`src/rtl/nn_param_streamer_if.sv`:
```
// Signal bundle between the host/config side, nn_param_streamer and the
// perceptron network byte interface.
interface nn_param_streamer_if;
   // Strobe semantics, no back-pressure: start is a 1-cycle request honoured
   // only when idle, and cfg_we is a 1-cycle write accepted only while not busy.
   // Anything presented at another time is dropped, never queued.
   logic        cfg_we;
   logic [4:0]  cfg_addr;
   logic [7:0]  cfg_data;
   logic        start;
   logic        busy;
   logic        done;
   logic [31:0] result;
   logic [7:0]  net_data;
   logic        net_change;
   logic [1:0]  net_sel;
   logic [7:0]  net_result;

   modport master (
      output cfg_we, cfg_addr, cfg_data, start, net_result,
      input  busy, done, result, net_data, net_change, net_sel
   );

   modport slave (
      input  cfg_we, cfg_addr, cfg_data, start, net_result,
      output busy, done, result, net_data, net_change, net_sel
   );
endinterface

```
`src/rtl/nn_param_streamer.sv`:
```
// Streams buffered parameter/input bytes into the 4-neuron network and reads
// back its outputs. Optional feature macro: NN_STREAM_SKIP_EN (skip unchanged params).
module nn_param_streamer #(
   parameter int SETTLE_CYC = 2
) (
   input  logic                clk,
   input  logic                reset,
   nn_param_streamer_if.slave  bus,
   output logic [3:0]          dbg_state_o
);

   typedef enum logic [3:0] {
      S_IDLE, S_PARAM, S_ADV1, S_INPUT, S_ADV2, S_SETTLE,
      S_READ, S_ADV3, S_GAP, S_ADV4, S_DONE
   } state_e;

   state_e      state_q, state_d;
   logic [4:0]  cnt_q, cnt_d;
   logic [31:0] acc_q, acc_d;
   logic [31:0] result_q, result_d;
   logic [7:0]  buf_q [28];
   logic        cfg_ok;

   // Buffer is writable only while the network is not being driven.
   assign cfg_ok = bus.cfg_we && (bus.cfg_addr < 5'd28) &&
                   ((state_q == S_IDLE) || (state_q == S_DONE));

`ifdef NN_STREAM_SKIP_EN
   logic param_wr;
   logic dirty_q, dirty_d;

   assign param_wr = cfg_ok && (bus.cfg_addr < 5'd24);

   always_comb begin
      dirty_d = dirty_q;
      if (state_q == S_DONE) dirty_d = 1'b0;
      if (param_wr)          dirty_d = 1'b1;
   end

   always_ff @(posedge clk) begin
      if (reset) dirty_q <= 1'b1;
      else       dirty_q <= dirty_d;
   end
`endif

   always_comb begin
      state_d  = state_q;
      cnt_d    = cnt_q;
      acc_d    = acc_q;
      result_d = result_q;
      case (state_q)
         S_IDLE: begin
            if (bus.start) begin
               cnt_d = 5'd0;
`ifdef NN_STREAM_SKIP_EN
               // A same-cycle param write counts, since it lands before the run.
               state_d = (dirty_q || param_wr) ? S_PARAM : S_ADV1;
`else
               state_d = S_PARAM;
`endif
            end
         end
         S_PARAM: begin
            if (cnt_q == 5'd23) begin
               state_d = S_ADV1;
               cnt_d   = 5'd0;
            end else begin
               cnt_d = cnt_q + 5'd1;
            end
         end
         S_ADV1: begin
            state_d = S_INPUT;
            cnt_d   = 5'd0;
         end
         S_INPUT: begin
            if (cnt_q == 5'd3) begin
               state_d = S_ADV2;
               cnt_d   = 5'd0;
            end else begin
               cnt_d = cnt_q + 5'd1;
            end
         end
         S_ADV2: begin
            state_d = S_SETTLE;
            cnt_d   = 5'd0;
         end
         S_SETTLE: begin
            if (cnt_q == 5'(SETTLE_CYC - 1)) begin
               state_d = S_READ;
               cnt_d   = 5'd0;
            end else begin
               cnt_d = cnt_q + 5'd1;
            end
         end
         S_READ: begin
            // Odd count is the second cycle of a neuron slot: selector has settled.
            if (cnt_q[0]) acc_d[{cnt_q[2:1], 3'b000} +: 8] = bus.net_result;
            if (cnt_q == 5'd7) begin
               state_d = S_ADV3;
               cnt_d   = 5'd0;
            end else begin
               cnt_d = cnt_q + 5'd1;
            end
         end
         S_ADV3: state_d = S_GAP;
         S_GAP:  state_d = S_ADV4;
         S_ADV4: begin
            state_d  = S_DONE;
            result_d = acc_q;
         end
         S_DONE:  state_d = S_IDLE;
         default: state_d = S_IDLE;
      endcase
   end

   always_ff @(posedge clk) begin
      if (reset) begin
         state_q  <= S_IDLE;
         cnt_q    <= 5'd0;
         acc_q    <= 32'd0;
         result_q <= 32'd0;
         for (int i = 0; i < 28; i++) buf_q[i] <= 8'd0;
      end else begin
         state_q  <= state_d;
         cnt_q    <= cnt_d;
         acc_q    <= acc_d;
         result_q <= result_d;
         if (cfg_ok) buf_q[bus.cfg_addr] <= bus.cfg_data;
      end
   end

   always_comb begin
      bus.net_data = 8'd0;
      bus.net_sel  = 2'd0;
      case (state_q)
         S_PARAM: bus.net_data = buf_q[cnt_q];
         S_INPUT: bus.net_data = buf_q[5'd24 + cnt_q];
         S_READ:  bus.net_sel  = cnt_q[2:1];
         default: ;
      endcase
   end

   assign bus.busy       = (state_q != S_IDLE) && (state_q != S_DONE);
   assign bus.done       = (state_q == S_DONE);
   assign bus.net_change = (state_q == S_ADV1) || (state_q == S_ADV2) ||
                           (state_q == S_ADV3) || (state_q == S_ADV4);
   assign bus.result     = result_q;
   assign dbg_state_o    = state_q;

endmodule

```
`src/flat_wrapper.sv`:
```
// flat-port wrapper written by rule: the top's interface ports become plain ports
module nn_param_streamer_flat 
#(
   parameter int SETTLE_CYC = 2
)
  (clk, reset, dbg_state_o, bus_cfg_we, bus_cfg_addr, bus_cfg_data, bus_start, bus_net_result, bus_busy, bus_done, bus_result, bus_net_data, bus_net_change, bus_net_sel);
  nn_param_streamer_if bus_i ();
  input  logic clk;
  input  logic reset;
  output logic [3:0] dbg_state_o;
  input wire logic [$bits(bus_i.cfg_we)-1:0] bus_cfg_we;
  input wire logic [$bits(bus_i.cfg_addr)-1:0] bus_cfg_addr;
  input wire logic [$bits(bus_i.cfg_data)-1:0] bus_cfg_data;
  input wire logic [$bits(bus_i.start)-1:0] bus_start;
  input wire logic [$bits(bus_i.net_result)-1:0] bus_net_result;
  output wire logic [$bits(bus_i.busy)-1:0] bus_busy;
  output wire logic [$bits(bus_i.done)-1:0] bus_done;
  output wire logic [$bits(bus_i.result)-1:0] bus_result;
  output wire logic [$bits(bus_i.net_data)-1:0] bus_net_data;
  output wire logic [$bits(bus_i.net_change)-1:0] bus_net_change;
  output wire logic [$bits(bus_i.net_sel)-1:0] bus_net_sel;
  assign bus_i.cfg_we = bus_cfg_we;
  assign bus_i.cfg_addr = bus_cfg_addr;
  assign bus_i.cfg_data = bus_cfg_data;
  assign bus_i.start = bus_start;
  assign bus_i.net_result = bus_net_result;
  assign bus_busy = bus_i.busy;
  assign bus_done = bus_i.done;
  assign bus_result = bus_i.result;
  assign bus_net_data = bus_i.net_data;
  assign bus_net_change = bus_i.net_change;
  assign bus_net_sel = bus_i.net_sel;
  nn_param_streamer #(.SETTLE_CYC(SETTLE_CYC)) u_core (.clk(clk), .reset(reset), .bus(bus_i), .dbg_state_o(dbg_state_o));
endmodule
```
`config.mk`:
```
export PLATFORM = sky130hd
export DESIGN_NAME = nn_param_streamer_flat
export DESIGN_NICKNAME = d
export VERILOG_FILES = /design/src/rtl/nn_param_streamer_if.sv /design/src/rtl/nn_param_streamer.sv /design/src/flat_wrapper.sv
export SDC_FILE = /design/constraint.sdc
export NUM_CORES = 1
export LEC_CHECK = 0
export ABC_AREA = 1
export BUFFER_PORTS_ARGS = -buffer_cell sky130_fd_sc_hd__buf_2
export CORE_MARGIN = 3
export CORE_UTILIZATION = 33
export DETAILED_ROUTE_END_ITERATION = 16
export PLACE_DENSITY_LB_ADDON = 0.05
export SLEW_MARGIN = 20
export SYNTH_ARGS = -nofsm -noshare
export SYNTH_HDL_FRONTEND = slang
export SYNTH_SLANG_ARGS = --single-unit
```
`constraint.sdc`:
```
create_clock -name clk -period 3.3 [get_ports clk]
set_clock_uncertainty 0.2 [all_clocks]
set_input_delay 0.495 -clock clk [delete_from_list [all_inputs] [get_ports clk]]
set_output_delay 0.495 -clock clk [all_outputs]
set_load 0.01 [all_outputs]
```
Yosys cells after proc, flatten, opt, wreduce, memory -nomap -nowiden
Memory sizes are Yosys's and may differ from the RTL's. A register that Yosys moved wholly into a read port is not among the register bits. Cells that the tools add are included.

Memories kept: 1. Output and inout bits: 49. RAM bits: 224. Register bits after elaboration: 73. Input port bits: 25.

Mux-type cells: 25. Equal/unequal tests: 20. Add/sub/neg operators: 3. $lt $le $gt $ge: 1. Shift-type cells: 2. Reductions and logical operators: 15.

Memories: u_core.buf_q (depth 28, width 8, rd ports 2, clocked after Yosys merged registers in 1, write ports 28, line nn_param_streamer.sv:21) `logic [7:0] buf_q [28];`.

Operator list (number): 2-to-1 mux 5 bit (8); one-hot mux 4 bit (10 select lines) (1); bitwise mux 32 bit (1); variable shift 8 x 7 -> 32 bit (first input constant) (1); variable part select 8 x 7 -> 32 bit (1); one-hot mux 5 bit (6 select lines) (1); 2-to-1 mux 4 bit (5); == test 4 x 3 -> 1 bit (second input constant) (4); one-hot mux 8 bit (2 select lines) (1); == test 4 bit (second input constant) (3); == test 4 x 2 -> 1 bit (second input constant) (2); 2-to-1 mux 8 bit (1); inequality test 2 x 1 -> 1 bit (second input constant) (4); OR reduction 8 bit (1); negation 5 -> 7 bit (1); 2-to-1 mux 1 bit (6); nonzero test 6 bit (1); adder 5 x 1 -> 5 bit (second input constant) (1); adder 5 bit (first input constant) (1); == test 5 x 1 -> 1 bit (second input constant) (1); == test 5 x 2 -> 1 bit (second input constant) (1); == test 5 x 3 -> 1 bit (second input constant) (1); == test 5 bit (second input constant) (1); < comparator 5 bit (second input constant) (1); other kinds (11) (17).

Longest topological paths before layout
Gate-level depths: netlist of the first run.

Depth in word-level cells: 8. Depth in mapped cells: 12. Depth with buffers taken out: 10.

Worst setup path after synthesis of the first run
Ideal clock, no wire load.

Path kind: register to register. From: reg u_core.cnt_q[2]. To: reg u_core.acc_q[2]. Clock period less this slack: 2.599 ns. Data required time: 3.029 ns. Path slack: 0.701 ns. Setup time: 0.071 ns. Cell stages (with the launch flop): 12. Data arrival time: 2.328 ns. Path buffers: 4. Path through: dfxtp_1 buf_2 inv_1 clkbuf_1 buf_1 ha_1 buf_1 inv_1 nand3_1 nor2_1 nand3_1 a21oi_1.

Longest elaborated chain between the ends: 3. Elaborated cells on any way between the ends: 4. Classes of those cells: 1 x add/sub; 2 x shift; 1 x mux.

RTL lines: start: declaration (line nn_param_streamer.sv:18) `logic [4:0] cnt_q, cnt_d;`; start signal: assignment (line nn_param_streamer.sv:125) `cnt_q <= cnt_d;`; negation 5 -> 7 bit (*) (line nn_param_streamer.sv:97) `if (cnt_q[0]) acc_d[{cnt_q[2:1], 3'b000} +: 8] = bus.net_result;`; variable part select 8 x 7 -> 32 bit / variable shift 8 x 7 -> 32 bit (equally long branches) (line nn_param_streamer.sv:97); bitwise mux 32 bit (*) (line nn_param_streamer.sv:97); end signal: assignment (line nn_param_streamer.sv:120) `acc_q <= 32'd0;`; end signal: assignment (line nn_param_streamer.sv:126) `acc_q <= acc_d;`; end: declaration (line nn_param_streamer.sv:19) `logic [31:0] acc_q, acc_d;`.

Mark *: on every way between the ends. The rest lies on a longest branch, timed or not. A chain may end at the register's enable or synchronous reset.

Worst setup path in the final report of the first run
From: reg u_core.cnt_q[0]. To: out bus_net_data[6].

Longest elaborated chain between the ends: 3.

RTL lines: adder 5 bit (line nn_param_streamer.sv:137) `S_INPUT: bus.net_data = buf_q[5'd24 + cnt_q];`; memory read (28 x 8 bit); one-hot mux 8 bit (2 select lines) (line nn_param_streamer.sv:135) `case (state_q)`; end: declaration (line flat_wrapper.sv:19) `output wire logic [$bits(bus_i.net_data)-1:0] bus_net_data;`.

Every way passes these cells.

==> metrics, run 1 <==
status=complete, no violations; Synth Area in Adders=less than 1%; Hold Path Cell Cnt=1; Cell Int Power=approximately 8.8 mW; sequential share of the synthesized area=52.9%; gr ovfl total=0; register bit count reported by yosys=334; M2 GR Usage=36.6%; Main synth FF type=edfxtp_1; Final TNS setup=0 ns; root buf cell=clkbuf_16; Site Rows=83; Mapped Area=17,500 um2; Area Growth Syn to Fin=16.8%; max_slew headroom=31.5%; Residual DRC=0; Die H=236 um; GRT met3 Usage=3.22%; Clock Latency Late Sink=approximately 0.57 ns; 1st-iter DRT viols=1,294; Hold Crit Start=bus_cfg_data[7]; GRT Max-Usage Layer=met2; Routed WL per cell=~21 um; Compound-Gate Fraction of Synth Area=5.08%; non-filler cells, final=3,055; Synth Instances=2,267; number of warnings issued by yosys=0; Least-Margin Pin Slew=between 1 and 1.5 ns; Via Count=around 16,000; largest family of logic cells by synthesized area=simple AND/OR/NAND/NOR gates; Ports=74; initial core utilization=33.7%; Final Hold Fails=0; Crit path required time=2.60 ns; FMAX=310 MHz; GRT Total Usage=a little under a quarter; CP Data Arrival Time=roughly 2.5 ns; Static Leakage=8.82 nW; count of cell types in the netlist=28; clock share of power=31.5%; area leader, netlist=edfxtp_1; fraction of layout cells with a size suffix above 1=between 10% and 20%; max_cap viols=0; Global Route met1 Usage=32.2%; final wirelength=around 65,000 um; final setup fails=0; Async SR Flop Fraction=0%; leading cell type in the layout, fill and taps excluded=nand2_1; placed cell count=2,966; Min-Delay Path Class=in2reg; XOR/XNOR Fraction of Synth Area=0.100%; Slew Limit Fails=0; Flop pwr share=34.4%; dpl hpwl=roughly 41,000 um; Placer Congestion=between 0.9 and 1; mux contribution to synthesized area=0%; RSZ-0062 raised after global routing=no; Clock Pin Slew Worst Setup and Hold Paths=0.06 ns; Comb power frac=~34%; reg2reg start=u_core.dbg_state_o[3]; first-pass iteration count of the detailed router=6; Post-Syn Area per Cell=7.71 um2; chip width=between 200 and 250 um; Nets=roughly 2,400; CTS sink cnt=around 330; crit path launch type=flip-flop; most frequent cells in the layout=nand2_1, nor2_1, nand3_1; largest net degree at the start of global routing=86; initial antenna violation count=0; die area=55,700 um2; Critical path origin=u_core.cnt_q[0]; Critical Path Fanout Max=42; CTS Buf Count=41; vias per cell=5.15; minimum clock period=3.23 ns; Post-synth EDFFs=256; vias in the first global route=15,000; Tcrit/Tclk final=97.9%; Synth Area in Simple Gates=35.7%; global-route wire length before repair=96,300 um; VDD IR max=around 370 uV; Synth area leaders=edfxtp_1, nand2_1, nand3_1, nor2_1, dfxtp_1; CTS tree=built; FF-to-FF path depth=9; IO Port Bufs=73; H-tree levels=2; crit end category=output port; Max Root-Sink Buffers=3; Net Sw Power=5.38 mW; Sw Ratio=38.0%; Setup CP Type=reg2out; cell area power density=between 600 and 700 nW/um2; Synth top area share=44.0%; core area=about 52,000 um2; post-route ant nets=0
## power groups by stage
stage / Sequential [mW] / Combinational (mW) / Clock [mW]
after floorplan: 4.86 / 2.86 / 0
after global placement: 4.96 / 4.59 / 0
after detailed placement: 4.96 / 4.61 / 0
after CTS: 4.87 / 4.64 / 4.58
after global routing: 4.90 / 5.27 / 4.75
final: 4.88 / 4.82 / 4.47
## layout make-up
cell class | count | area (um2)
Sequential cell | 334 | 9260
Multi-Input combinational cell | 1706 | 7380
Inverter | 117 | 457
Antenna cell | 1 | 2.50
Fill cell | 5352 | 31400
Timing Repair Buffer | 140 | 1110
Clock buffer | 59 | 1190
Timing Repair inverter | 1 | 8.76
Clock inverter | 17 | 140
Tap cell | 680 | 851
## logic make-up after synthesis
kind of cell,count (synthesis)
DFF,334
adders and majority gates,8
xor gates and xnor gates,2
and+or+nand+nor,1496
buffers and inverters,258
AOI/OAI and AO/OA,168
other,1
## worst max-delay path: stages, from the launching register on
cell and delay [ns]:
dfxtp_4 0.41, buf_16 0.19, or2_2 0.33, o21ai_1 0.14, a21oi_1 0.10, nor2_1 0.18
nand2_1 0.18, nand3_1 0.12, nand2_1 0.10, buf_2 0.16
## sequential cells by signal, indices dropped and copies added, names as in the netlist, named ones only
name and count:
u_core.cnt_q 5, u_core.buf_q 256, u_core.bus.result 32, u_core.dbg_state_o 4, u_core.acc_q 32
## synthesized netlist by cell type, types with 3 or more instances
master    count
inv_1       106
dfxtp_1      78
nand2_1     618
edfxtp_1    256
nor2_2        3
buf_2         6
or2_2         9
clkbuf_1    119
buf_1        16
inv_2         9
nand2_2      28
nand3_1     352
o21ai_0     123
ha_1          8
and3_1        8
a21oi_1      34
o211a_1       8
nor3_1       16
nor2_1      456
## routing by layer
layer	share of wire (%)	routed length, um
met1	46	29600
met2	47	30300
met3	6.0	3870
met4	1.9	1220
met5	0	0
## metrics by stage
step           power (mW)  instance area, um2  hold WS (ns)  setup slack (ns)  utilization (%)
2_1_floorplan        7.72               17600         0.230             0.701                -
3_3_place_gp         9.55               18900         0.246             0.582             36.4
3_5_place_dp         9.57               18900         0.245             0.560             36.4
4_1_cts              14.1               20300        0.0278           0.00313             39.1
5_1_grt              14.9               20400        0.0643           0.00629             39.4
6_report             14.2               20400        0.0722            0.0699             39.4
## path summary, 6_finish.rpt
path / endpoint / slack, ns
max: bus_net_data[6] / 0.07
min: u_core.buf_q[29][7] / 0.07
max reg2reg: u_core.buf_q[6][7] / 0.53
min reg2reg: u_core.bus.result[27] / 0.25
## what timing repair did
item                                    in CTS  in global routing
gates resized for setup                      3                 26
endpoints found under the hold margin       28                  0
buffers inserted                             0                  3
cloned                                       0                  2
endpoints found under the setup margin       6                  8
hold buffers                                 7                  0
Note: power is estimated with default switching activity, not from simulation.
==> run 2, diff against run 1 <==
--- a/config.mk
+++ b/config.mk
@@ -5,13 +5,12 @@
 export SDC_FILE = /design/constraint.sdc
 export NUM_CORES = 1
 export LEC_CHECK = 0
-export ABC_AREA = 1
 export BUFFER_PORTS_ARGS = -buffer_cell sky130_fd_sc_hd__buf_2
 export CORE_MARGIN = 3
 export CORE_UTILIZATION = 33
+export CTS_CLUSTER_SIZE = 40
 export DETAILED_ROUTE_END_ITERATION = 16
 export PLACE_DENSITY_LB_ADDON = 0.05
-export SLEW_MARGIN = 20
 export SYNTH_ARGS = -nofsm -noshare
 export SYNTH_HDL_FRONTEND = slang
 export SYNTH_SLANG_ARGS = --single-unit
==> metrics, run 2 <==
Least-Margin Pin Slew=0.813 ns (-0.213 ns); global-route wire length before repair=76,800 um (-20%); Post-Syn Area per Cell=13.0 um2 (+69%); Setup CP Type=reg2out; Synth Instances=1,278 (-44%); largest net degree at the start of global routing=65 (-24%); area leader, netlist=edfxtp_1; Via Count=11,200 (-29%); H-tree levels=2 (unchanged); sequential share of the synthesized area=55.5% (+2.5 points); status=finished with violations; most frequent cell after synthesis=edfxtp_1; register bit count reported by yosys=334 (unchanged); Mapped Area=16,700 um2 (-4.6%); crit end category=output port; Most flops, register=u_core.buf_q; Crit path required time=2.60 ns (about the same); 1st-iter DRT viols=1,099 (-15%); Final TNS setup=-0.423 ns (-0.423 ns); hold_ws=0.0457 ns (-0.0265 ns); Placer Congestion=0.842 (-6.6%); Synth area leaders=edfxtp_1, mux4_2, dfxtp_1, and2_1, nand2_1; crit path launch type=flip-flop; reg2reg start=u_core.cnt_q[1]; CTS Buf Count=41 (unchanged); CTS tree=built; Final Hold Fails=0 (unchanged); Max Root-Sink Buffers=3 (unchanged); Static Leakage=7.28 nW (-17%); Min-Delay Path Class=in2reg; max_cap viols=0 (unchanged); reg2reg end=u_core.dbg_state_o[0]; count of cell types in the netlist=56 (+100%); IO Port Bufs=73 (unchanged); Area Growth Syn to Fin=22.3%; Tcrit/Tclk final=104% (+5.9 points); multi-input logic area=7400 um2 (+0.31%); number of warnings issued by yosys=0 (unchanged); chip width=231 um (-2.3%); Die H=231 um (-2.3%); final setup margin=-0.123 ns (-0.193 ns); initial core utilization=33.7% (about the same); CTS sink cnt=334 (unchanged); initial antenna violation count=1 (+1); root buf cell=clkbuf_16; RSZ-0062 raised after global routing=yes; Ports=74 (unchanged); dpl hpwl=36,000 um (-13%); Hold Crit Start=bus_net_result[6]; Hold Path Cell Cnt=3 (+2); ant diodes=0 (-1); Routed WL per cell=24.8 um (+16%); minimum clock period=3.42 ns (+0.193 ns); post-route ant nets=0 (unchanged); Nets=1,471 (-38%); violated checks=negative setup slack; hold path endpoint=u_core.acc_q[14]; first-pass iteration count of the detailed router=5 (-1); reg2reg setup slack=0.55 ns (+0.02 ns); Residual DRC=0 (unchanged); gr ovfl total=0 (unchanged); Largest register FFs=256 (unchanged); Synth top area share=46.1% (+2.1 points); vias in the first global route=11,100 (-26%); FF-to-FF path depth=8 (-1); fraction of layout cells with a size suffix above 1=31.2% (+20 points); Site Rows=81 (-2.4%); sequential cell area=9260 um2 (unchanged); final setup fails=8 (+8); die area=53,300 um2 (-4.5%); max_slew headroom=45.8% (+14 points); Post-synth EDFFs=256 (unchanged); Clock Latency Late Sink=0.56 ns (about the same); FMAX=292 MHz (-5.6%); CP Data Arrival Time=2.73 ns (+0.19 ns); final wirelength=52,900 um (-19%); Critical Path Fanout Max=5 (-88%); core area=49,500 um2 (-4.6%); Slew Limit Fails=0 (unchanged); VDD IR max=291 uV (-21%); leading cell type in the layout, fill and taps excluded=edfxtp_1; Async SR Flop Fraction=0% (unchanged); Main synth FF type=edfxtp_1; fill cell count=4,720 (-12%); cell area power density=515 nW/um2 (-26%); GRT Total Usage=19.6% (-3.1 points); Post-synth top cells=edfxtp_1, and2_1, nand2_1; most frequent cells in the layout=edfxtp_1, and2_1, nand2_1; vias per cell=5.23 (+1.5%); Clock Pin Slew Worst Setup and Hold Paths=0.06 ns (about the same)
-- run 2: changes by cell type after synthesis, moves of 116 or more --
cell     delta
nand2_1   -474
and2_1    +229
mux4_2    +118
nor2_1    -414
nand3_1   -306
o21ai_0   -116
-- run 2: worst max-delay path, stage by stage, from the launching register on --
cell	delay (ns)
dfxtp_4	0.37
buf_12	0.12
buf_4	0.15
mux4_2	0.52
mux2i_2	0.26
a221oi_1	0.14
a221o_1	0.43
buf_2	0.16
-- run 2: logic make-up (layout without fill, tap and decap cells) --
logic type,after synthesis,count (layout),synth area share [%]
AO/OA/AOI/OAI,160,160,5.88
AND/OR/NAND/NOR,541,541,17.4
adder cells (fa/ha/maj),8,8,0.600
buffers and inverters,90,251,2.33
flip-flops,334,334,55.5
other,1,32,0.0225
XOR/XNOR,3,3,0.158
multiplexers,141,141,18.1
-- run 2: where the power goes --
| part | internal, mW | total (mW) | switching [mW] | leakage [nW] |
|---|---|---|---|---|
| clock network | 3.00 | 4.82 | 1.82 | 0.711 |
| registers | 4.66 | 4.77 | 0.105 | 3.26 |
| logic | 0.437 | 0.911 | 0.474 | 3.32 |
-- run 2: worst max path at each step --
stage                          startpoint  slack (ns)  depth (start not counted)               to
after global routing      u_core.cnt_q[0]       -0.24                          7  bus_net_data[7]
after floorplan           u_core.cnt_q[0]        0.60                          7  bus_net_data[7]
after CTS                 u_core.cnt_q[0]       -0.16                          7  bus_net_data[7]
after global placement    u_core.cnt_q[0]        0.30                          6  bus_net_data[7]
final                     u_core.cnt_q[0]       -0.12                          7  bus_net_data[7]
after detailed placement  u_core.cnt_q[0]        0.32                          6  bus_net_data[7]
-- run 2: repair_timing --
item                                    in CTS  in global routing
pin swaps                                    6                 19
endpoints found under the setup margin       8                  8
hold buffers                                 0                  0
gates resized for setup                     30                 40
gates cloned                                 0                  8
setup buffers                                6                 13
-- run 2: per-stage QoR --
step                      util [%]  setup slack, ns  power (mW)  area, um2  cells
after floorplan                  -            0.604        5.31      16800   1309
after global placement        36.9            0.305        5.64      18300   2032
after detailed placement      36.9            0.316        5.64      18300   2032
after CTS                     40.2           -0.162        10.5      19900   2113
after global routing          41.2           -0.243        10.9      20400   2134
final                         41.2           -0.123        10.5      20400   2134
-- run 2: layout make-up --
| type | instances | share of cell area, % |
|---|---|---|
| flip-flops and latches | 334 | 45.4 |
| multi-input cells | 885 | 36.3 |
| repair buffers | 173 | 7.02 |
| clock buffers | 58 | 6.07 |
| well taps | 664 | 4.07 |
| clock inverters | 17 | 1.04 |
| inverters | 3 | 0.0552 |
-- run 2: metal layers --
metal	track usage [%]	share of wire, %	up-vias
li1	-	-	5098
met1	29.0	47	5727
met2	30.0	46	277
met3	3.20	4.8	53
met4	4.80	1.8	0
met5	0	0	-
